===== src/rtl/sha3_pkg.sv =====
// Shared constants, mode/state types and mode lookup helpers for the SHA3 padder.
package sha3_pkg;

  localparam int LANE_W    = 64;
  localparam int MAX_LANES = 25;
  localparam int MODE_W    = 3;

  localparam logic [7:0] SUFFIX_SHA3  = 8'h06;
  localparam logic [7:0] SUFFIX_SHAKE = 8'h1F;

  typedef enum logic [MODE_W-1:0] {
    MODE_SHA3_224 = 3'd0,
    MODE_SHA3_256 = 3'd1,
    MODE_SHA3_384 = 3'd2,
    MODE_SHA3_512 = 3'd3,
    MODE_SHAKE128 = 3'd4,
    MODE_SHAKE256 = 3'd5
  } mode_e;

  typedef enum logic [1:0] {
    FILL = 2'd0,
    EMIT = 2'd1,
    PAD  = 2'd2
  } state_e;

  // Reserved encodings fall back to SHA3-256.
  function automatic logic [4:0] rate_lanes(input logic [MODE_W-1:0] mode);
    case (mode)
      MODE_SHA3_224: rate_lanes = 5'd18;
      MODE_SHA3_256: rate_lanes = 5'd17;
      MODE_SHA3_384: rate_lanes = 5'd13;
      MODE_SHA3_512: rate_lanes = 5'd9;
      MODE_SHAKE128: rate_lanes = 5'd21;
      MODE_SHAKE256: rate_lanes = 5'd17;
      default:       rate_lanes = 5'd17;
    endcase
  endfunction

  function automatic logic [7:0] suffix(input logic [MODE_W-1:0] mode);
    if (mode == MODE_SHAKE128 || mode == MODE_SHAKE256) suffix = SUFFIX_SHAKE;
    else suffix = SUFFIX_SHA3;
  endfunction

endpackage


===== src/rtl/sha3_lane_pad.sv =====
// Masks one incoming lane to its valid bytes and drops the domain suffix and
// the closing 0x80 into it when they belong in this lane.
module sha3_lane_pad
  import sha3_pkg::LANE_W;
(
  input  logic [LANE_W-1:0]   lane,
  input  logic [LANE_W/8-1:0] tkeep,
  input  logic                last,
  input  logic                final_lane,
  input  logic [7:0]          suffix,
  output logic [LANE_W-1:0]   padded,
  output logic                suffix_placed
);

  localparam int NB = LANE_W / 8;

  logic [3:0] k;

  always_comb begin
    k = 4'd0;
    for (int i = 0; i < NB; i++) k = k + 4'(tkeep[i]);
  end

  // A full last word leaves no room: the suffix spills to the next lane.
  assign suffix_placed = last && (k < 4'(NB));

  for (genvar gi = 0; gi < NB; gi++) begin : g_byte
    logic [7:0] data_b;
    logic [7:0] sfx_b;
    logic [7:0] end_b;
    assign data_b = (!last || (4'(gi) < k)) ? lane[8*gi +: 8] : 8'h00;
    assign sfx_b  = (last && (4'(gi) == k)) ? suffix : 8'h00;
    assign end_b  = ((gi == NB-1) && final_lane && suffix_placed) ? 8'h80 : 8'h00;
    assign padded[8*gi +: 8] = data_b | sfx_b | end_b;
  end

endmodule


===== src/rtl/sha3_pad_block.sv =====
// Packs an AXI-Stream byte message into rate-sized Keccak blocks with pad10*1
// and a domain suffix, handing each block to the permutation core.
module sha3_pad_block
  import sha3_pkg::*;
(
  input  logic                        ACLK,
  input  logic                        ARESET,
  input  logic [LANE_W-1:0]           s_axis_tdata,
  input  logic [LANE_W/8-1:0]         s_axis_tkeep,
  input  logic                        s_axis_tlast,
  input  logic [MODE_W-1:0]           s_axis_tuser,
  input  logic                        s_axis_tvalid,
  output logic                        s_axis_tready,
  output logic [MAX_LANES*LANE_W-1:0] blk_data,
  output logic [4:0]                  blk_rate,
  output logic                        blk_last,
  output logic                        blk_valid,
  input  logic                        blk_ready
);

  state_e            state_reg, state_next;
  logic [4:0]        cnt_reg, cnt_next;
  logic [4:0]        rate_reg, rate_next;
  logic [7:0]        sfx_reg, sfx_next;
  logic              last_reg, last_next;
  logic              pending_reg, pending_next;
  logic              active_reg, active_next;
  logic              run_reg;
  logic [LANE_W-1:0] lanes_reg  [MAX_LANES];
  logic [LANE_W-1:0] lanes_next [MAX_LANES];

  logic [4:0]        rate_cur, rate_m1, cnt_inc;
  logic [7:0]        sfx_cur;
  logic              accept, handshake, final_lane, placed;
  logic [LANE_W-1:0] padded;

  assign s_axis_tready = run_reg && (state_reg == FILL);
  assign blk_valid     = (state_reg == EMIT);
  assign blk_last      = last_reg;
  assign blk_rate      = rate_reg;

  for (genvar gi = 0; gi < MAX_LANES; gi++) begin : g_out
    assign blk_data[LANE_W*gi +: LANE_W] = lanes_reg[gi];
  end

  assign accept    = s_axis_tvalid && s_axis_tready;
  assign handshake = blk_valid && blk_ready;

  // Mode is only taken from tuser on the first word of a message.
  assign rate_cur   = active_reg ? rate_reg : rate_lanes(s_axis_tuser);
  assign sfx_cur    = active_reg ? sfx_reg : suffix(s_axis_tuser);
  assign rate_m1    = rate_cur - 5'd1;
  assign cnt_inc    = cnt_reg + 5'd1;
  assign final_lane = (cnt_inc == rate_cur);

  sha3_lane_pad u_lane_pad (
    .lane          (s_axis_tdata),
    .tkeep         (s_axis_tkeep),
    .last          (s_axis_tlast),
    .final_lane    (final_lane),
    .suffix        (sfx_cur),
    .padded        (padded),
    .suffix_placed (placed)
  );

  always_comb begin
    state_next   = state_reg;
    cnt_next     = cnt_reg;
    rate_next    = rate_reg;
    sfx_next     = sfx_reg;
    last_next    = last_reg;
    pending_next = pending_reg;
    active_next  = active_reg;
    lanes_next   = lanes_reg;
    case (state_reg)
      FILL: begin
        if (accept) begin
          lanes_next[cnt_reg] = padded;
          cnt_next    = cnt_inc;
          rate_next   = rate_cur;
          sfx_next    = sfx_cur;
          active_next = 1'b1;
          if (s_axis_tlast) begin
            if (placed) begin
              last_next = 1'b1;
              if (!final_lane) lanes_next[rate_m1][LANE_W-1] = 1'b1;
            end else if (final_lane) begin
              pending_next = 1'b1;
            end else begin
              lanes_next[cnt_inc] = {{(LANE_W-8){1'b0}}, sfx_cur};
              lanes_next[rate_m1][LANE_W-1] = 1'b1;
              last_next = 1'b1;
            end
          end
          if (final_lane || s_axis_tlast) state_next = EMIT;
        end
      end
      EMIT: begin
        if (handshake) begin
          for (int i = 0; i < MAX_LANES; i++) lanes_next[i] = '0;
          cnt_next  = 5'd0;
          last_next = 1'b0;
          if (last_reg) active_next = 1'b0;
          state_next = pending_reg ? PAD : FILL;
        end
      end
      PAD: begin
        lanes_next[0] = {{(LANE_W-8){1'b0}}, sfx_reg};
        lanes_next[rate_reg - 5'd1][LANE_W-1] = 1'b1;
        last_next    = 1'b1;
        pending_next = 1'b0;
        state_next   = EMIT;
      end
      default: state_next = FILL;
    endcase
  end

  always_ff @(posedge ACLK) begin
    if (ARESET) begin
      state_reg   <= FILL;
      cnt_reg     <= 5'd0;
      rate_reg    <= 5'd0;
      sfx_reg     <= 8'h00;
      last_reg    <= 1'b0;
      pending_reg <= 1'b0;
      active_reg  <= 1'b0;
      run_reg     <= 1'b0;
      for (int i = 0; i < MAX_LANES; i++) lanes_reg[i] <= '0;
    end else begin
      state_reg   <= state_next;
      cnt_reg     <= cnt_next;
      rate_reg    <= rate_next;
      sfx_reg     <= sfx_next;
      last_reg    <= last_next;
      pending_reg <= pending_next;
      active_reg  <= active_next;
      run_reg     <= 1'b1;
      lanes_reg   <= lanes_next;
    end
  end

endmodule


===== config.mk =====
export PLATFORM = sky130hd
export DESIGN_NAME = sha3_pad_block
export DESIGN_NICKNAME = d
export VERILOG_FILES = /design/src/rtl/sha3_pkg.sv /design/src/rtl/sha3_lane_pad.sv /design/src/rtl/sha3_pad_block.sv
export SDC_FILE = /design/constraint.sdc
export NUM_CORES = 2
export LEC_CHECK = 0
export ABC_AREA = 1
export CAP_MARGIN = 30
export CORE_AREA = 2 2 661 663
export CTS_CLUSTER_DIAMETER = 150
export DETAILED_ROUTE_END_ITERATION = 8
export DIE_AREA = 0 0 663 665
export SYNTH_ARGS = -nofsm -noshare
export SYNTH_HDL_FRONTEND = slang
export SYNTH_HIERARCHICAL = 1
export SYNTH_SLANG_ARGS = --single-unit
export TNS_END_PERCENT = 100

===== constraint.sdc =====
create_clock -name ACLK -period 12.6 [get_ports ACLK]
set_input_delay 1.26 -clock ACLK [delete_from_list [all_inputs] [get_ports ACLK]]
set_output_delay 1.26 -clock ACLK [all_outputs]
set_load 0.01 [all_outputs]

Yosys cells after proc, flatten, opt, wreduce, memory -nomap -nowiden:

Cells that the tools add are included.

* bitwise operators: 16
* equal/unequal tests: 22
* reduce and logical (&&, ||, !) cells: 41
* mux-type cells: 62
* $add $sub $neg: 10
* order comparisons: 17

Operator list (number)
* 1600-bit 2-to-1 mux: 6
* 1600-bit case mux with 3 select lines: 1
* 1600-bit bitwise mux: 2
* 1600-bit bitwise OR: 2
* 1544-bit by 1600-bit bitwise OR with 1600-bit output: 1
* 64-bit demux with 5-bit select: 4
* 64-bit 2-to-1 mux: 4
* 8-bit 2-to-1 mux: 18
* 8-bit bitwise OR: 9
* 4-bit by 1-bit adder with 4-bit output: 6
* 6-bit >= comparator, second input constant: 4
* 6-bit by 1-bit less-than comparator with 1-bit output, second input constant: 4
* 5-bit inverter with 6-bit output: 4
* 5-bit 2-to-1 mux: 4
* 5-bit case mux with 4 select lines: 1
* 1-bit logical AND: 17
* 3-bit by 4-bit == test with 1-bit output, first input constant: 4
* 3-bit by 4-bit less-than comparator with 1-bit output, first input constant: 4
* 1-bit 2-to-1 mux: 13
* 1-bit logical OR: 10
* 5-bit case mux with 2 select lines: 1
* 5-bit AND reduction: 2
* 5-bit by 1-bit subtractor with 5-bit output, second input constant: 2
* 3-bit AND reduction: 3
* other kinds (27): 42

* output and inout port bits: 1608
* register bits after elaboration: 1624
* word-level logic and storage cells: 201
* bits of input ports: 80

Depth between registers and ports, before layout:

* depth after elaboration: 20
* mapped depth: 23
* gate-level depth less buffers: 22

By module:

Netlist, hierarchy kept.

Modules (own cells, without submodules)
* sha3_pad_block: area an instance 75992.9 sq um, cells an instance 10589, times used 1, sequential area each 32511.2 sq um
* sha3_lane_pad: area an instance 1297.5 sq um, cells an instance 273, times used 1, sequential area each 0.0 sq um

Worst setup path before layout:

No wires, ideal clock.

* kind: in2reg
* start point: in s_axis_tkeep[0]
* end point: reg lanes_reg, in the netlist blk_data[964]
* required time: 12468 ps
* setup time: 132 ps
* stages: 19
* setup slack: 7320 ps
* arrival time: 5148 ps
* buffers on the path: 2
* cells stage by stage: inv_1 -> fa_1 -> fa_1 -> fa_1 -> inv_1 -> ha_1 -> inv_1 -> fa_1 -> inv_1 -> nor2_2 -> nand4_1 -> nand2_1 -> nand2_1 -> clkbuf_1 -> clkinv_1 -> clkbuf_1 -> o21ai_0 -> o211ai_1 -> a21oi_1

* cells in the longest elaborated chain, start to end: 19
* elaborated cells between the ends (all ways): 26
* classes of those cells: 7 x add/sub; 2 x order compare; 10 x mux; 3 x bitwise; 4 x reduce/logical

Ends and longest elaborated chain
* from (decl): RTL line sha3_pad_block.sv:9 `input logic [LANE_W/8-1:0] s_axis_tkeep,`
* 1-bit by 1-bit adder with 2-bit output (*): RTL line sha3_lane_pad.sv:21 `for (int i = 0; i < NB; i++) k = k + 4'(tkeep[i]);`
* 4-bit by 1-bit adder with 4-bit output (*) (6 in a row): RTL line sha3_lane_pad.sv:21
* 1-bit by 4-bit less-than comparator with 1-bit output / 4-bit logical NOT (equally long branches): RTL line sha3_lane_pad.sv:31, sha3_lane_pad.sv:32
* 1-bit logical OR / 1-bit logical AND (equally long branches): RTL line sha3_lane_pad.sv:31, sha3_lane_pad.sv:32
* 8-bit 2-to-1 mux, on equally long branches: RTL line sha3_lane_pad.sv:31, sha3_lane_pad.sv:32
* 8-bit bitwise OR (*): RTL line sha3_lane_pad.sv:34 `assign padded[8*gi +: 8] = data_b | sfx_b | end_b;`
* net padded[4]: RTL line sha3_pad_block.sv:35 `logic [LANE_W-1:0] padded;`
* 1600-bit bitwise mux (*): RTL line sha3_pad_block.sv:78 `lanes_next[cnt_reg] = padded;`
* 1600-bit bitwise mux: RTL line sha3_pad_block.sv:90 `lanes_next[cnt_inc] = {{(LANE_W-8){1'b0}}, sfx_cur};`
* 1600-bit bitwise OR (no line)
* 1600-bit 2-to-1 mux: RTL line sha3_pad_block.sv:87 `end else if (final_lane) begin`
* 1600-bit 2-to-1 mux: RTL line sha3_pad_block.sv:84 `if (placed) begin`
* 1600-bit 2-to-1 mux (*): RTL line sha3_pad_block.sv:83 `if (s_axis_tlast) begin`
* 1600-bit 2-to-1 mux (*): RTL line sha3_pad_block.sv:77 `if (accept) begin`
* 1600-bit case mux with 3 select lines (*): RTL line sha3_pad_block.sv:75 `case (state_reg)`
* to (signal assigned): RTL line sha3_pad_block.sv:138 `lanes_reg <= lanes_next;`
* to (decl): RTL line sha3_pad_block.sv:29 `logic [LANE_W-1:0] lanes_reg [MAX_LANES];`

Mark *: on every way through the listed nets, which the timed path passes. The rest lies on a longest branch. The select of a mux whose other input is x is not followed.
A chain may end at the register's enable or synchronous reset.

Final worst setup path:

* start point: in s_axis_tkeep[0]
* end point: reg lanes_reg, in the netlist blk_data[713]

* cells in the longest elaborated chain, start to end: 19
* elaborated cells between the ends (all ways): 26
* classes of those cells: 7 x add/sub; 2 x order compare; 1 x eq/ne; 10 x mux; 3 x bitwise; 3 x reduce/logical

Ends and longest elaborated chain (RTL line)
* 1-bit by 1-bit adder with 2-bit output (*): sha3_lane_pad.sv:21
* 4-bit by 1-bit adder with 4-bit output (*) (6 in a row): sha3_lane_pad.sv:21
* 1-bit by 4-bit less-than comparator with 1-bit output / 1-bit by 4-bit == test with 1-bit output (equally long branches): sha3_lane_pad.sv:31, sha3_lane_pad.sv:32
* 1-bit logical OR / 1-bit logical AND (equally long branches): sha3_lane_pad.sv:31, sha3_lane_pad.sv:32
* 8-bit 2-to-1 mux, on equally long branches: sha3_lane_pad.sv:31, sha3_lane_pad.sv:32
* 8-bit bitwise OR (*): sha3_lane_pad.sv:34
* net padded[9]: sha3_pad_block.sv:35
* 1600-bit bitwise mux (*): sha3_pad_block.sv:78
* 1600-bit bitwise mux: sha3_pad_block.sv:90
* 1600-bit bitwise OR (no line)
* 1600-bit 2-to-1 mux: sha3_pad_block.sv:87
* 1600-bit 2-to-1 mux: sha3_pad_block.sv:84
* 1600-bit 2-to-1 mux (*): sha3_pad_block.sv:83
* 1600-bit 2-to-1 mux (*): sha3_pad_block.sv:77
* 1600-bit case mux with 3 select lines (*): sha3_pad_block.sv:75

Marks and branches as above.

==> results.cfg <==
[critical_path]
cp.arrival_ns = 7.42
cp_max_fo = 14
startpoint_type = input port
path_class = in2reg
regToRegSetupSlack_ns = 6.73
end_kind = flip-flop
cp.required_ns = 13.34

[timing]
hold_viol = 0
worst_pin_slew_ns = 1.26
rsz0062_at_grt = false
setup_violations = 0
fin_setup_tns_ns = 0
slew_headroom = 0.158
timing.final.max_slew_violations = 0
finalCriticalPeriod_ns = 6.68
skew_ns = 0.0746
fmax_mhz = 150
period_share = 0.530

[grt]
grt_max_degree = 234
grt_pass1_vias = 77700
grt_antenna_before_repair = 90
grt_usage = 0.221
grt_pass1_wl_mm = 684
grt_overflow = 0

[detailed_routing]
ant_nets = 0
drt_iter0_drc = 11700
drt_first_pass_iters = 9
viasPerCell = 4.95
vias = 88000
wl_mm = 517
wl_met3_mm = 56.9
wl_met2_mm = 217
drt-met1-wl_mm = 198
wl_per_cell_um = 29.1
top_layer = met5
drc = 0

[layout]
drive_gt1_frac = 0.0640
syn2layout_area_growth_pct = 37.3
postLayoutCoreUtil = 0.245
final_nets = 11900
largest_reg_flops = 1600
fillCellCount = 47100

[placement]
port_buffers = 1687
routabilityCongestion = 0.900
dp_hpwl_mm = 351

[clock_network]
cts_num_sinks = 1624
numCtsBuffers = 205
cts_tree = yes
ctsResizeCount = 0
cts_root_buf = clkbuf_16
clock_path_buffers = 4
clkLatencyLatePin_ns = 0.95
cts.reportedPaths.clkPinSlew_ns = 0.06
post_cts_buffers = 0
cts_max_level = 4
postCtsHoldBufs = 0

[floorplan]
num_io_pins = 1688
coreArea_mm2 = 0.433
rows = 242
start_util = 0.178
chipHeight_um = 665
die_area_mm2 = 0.441
die_x_um = 663

[synth]
syn_area_mm2 = 0.0773
yosysSeqAreaShare = 0.421
yosysMostFrequentCell = nand2_1
synth_compound_area_frac = 0.274
synthArstFlopShare = 0
synth_top_area_frac = 0.421
yosys.area_share.xor_xnor = 0
synth_adder_area_share = 0.00346
yosys.area.top_type = dfxtp_1
synth_area_leaders = dfxtp_1, nand2_1, a21oi_1
synth_common_cells = nand2_1, a21oi_1, dfxtp_1, clkbuf_1, o2111ai_1
synth_top_family_by_area = compound AO/OA/AOI/OAI gates
yosys_warnings = 6
synth_mux_area_frac = 0.00533
synth-simple-area-share = 0.219
syn_area_per_cell_um2 = 7.12
syn-num-nets = 11000
synth_edf_count = 0
yosys_register_bits = 1624
synthCells = 10900
synth_cell_types = 49
synth_flop_cell = dfxtp_1

[min_path]
min_path_type = reg2reg

[pwr]
p_per_area_mw_per_mm2 = 160
irDropWorstVdd_mv = 0.152
p_leak_nw = 32.7

[outcome]
run_status = finished clean

[job]
drv_cap = 0
final timing paths:
kind / endpoint / from / cells past startpoint
max: blk_data[713]$_SDFFE_PP0P_ / s_axis_tkeep[0] / 20
max reg2reg: blk_data[1599]$_SDFFE_PP0P_ / cnt_reg[0]$_SDFFE_PP0P_ / 18
min reg2reg: blk_data[811]$_SDFFE_PP0P_ / blk_data[811]$_SDFFE_PP0P_ / 2
min: blk_data[811]$_SDFFE_PP0P_ / blk_data[811]$_SDFFE_PP0P_ / 2
metrics by stage:
step	power (mW)	std cells	setup WS (ns)	cell area (um^2)	hold WS, ns
floorplan	8.21	10900	7.32	77300	0.431
global placement	10.9	17300	5.13	98500	0.445
detailed placement	10.9	17300	5.16	98800	0.452
CTS	17.0	17700	6.16	106000	0.460
global route	17.4	17700	5.82	106000	0.474
finish	17.0	17800	5.92	106000	0.459
report_power, final:
part / total (mW) / internal [mW] / switching, mW / leakage (nW)
sequential: 5.40 / 5.28 / 0.126 / 13.1
combinational: 5.46 / 0.894 / 4.56 / 16.3
clock: 6.09 / 3.47 / 2.62 / 3.33
critical path: stages:
cell and delay, ns:
clkdlybuf4s50_1 0.45, inv_1 0.05, fa_1 0.55, fa_1 0.45
fa_1 0.44, inv_1 0.07, ha_1 0.18, inv_1 0.07
fa_1 0.41, inv_1 0.09, nand2_1 0.08, nand2_4 0.25
nand4_1 0.73, nand2_1 0.25, nand2_1 0.33, inv_4 0.52
buf_4 0.66, o21ai_0 0.19, nand3_1 0.12, a21oi_1 0.08
metal layers:
layer | up-vias | GRT usage
met4 | 22 | 0.159
met2 | 5097 | 0.328
met3 | 1162 | 0.0677
met1 | 42100 | 0.270
li1 | 39600 | -
met5 | - | 0
logic make-up (layout without fill, tap and decap cells):
logic type                 after synthesis  count (layout)
and+or+nand+nor                       4254            4254
buffers and inverters                 1476            2578
other                                    0              61
DFF                                   1624            1624
adders and majority gates               19              19
AOI/OAI and AO/OA                     3448            3448
muxes                                   41              41
cells in the final DEF, fill, tap and decap left out, types with 184 or more instances in the layout:
cell,Yosys,final
dfxtp_1,1624,1624
inv_1,272,216
o2111ai_1,829,829
a21oi_1,1707,1707
buf_4,23,184
nand3_1,470,462
nand2_1,3598,3591
o21ai_0,657,657
clkdlybuf4s50_1,0,1685
clkbuf_16,0,210
area by class of cell:
class / count / area, um^2 / share of cell area
Antenna cell: 61 / 153 / 0.00144
Clock buffer: 305 / 6130 / 0.0578
Clock inverter: 61 / 632 / 0.00596
Inverter: 303 / 1240 / 0.0117
Multi-Input combinational cell: 7762 / 39100 / 0.368
Sequential cell: 1624 / 32500 / 0.306
Tap cell: 5734 / 7170 / 0.0676
Timing Repair Buffer: 1909 / 19200 / 0.181
Note: power is estimated with default switching activity, not from simulation.
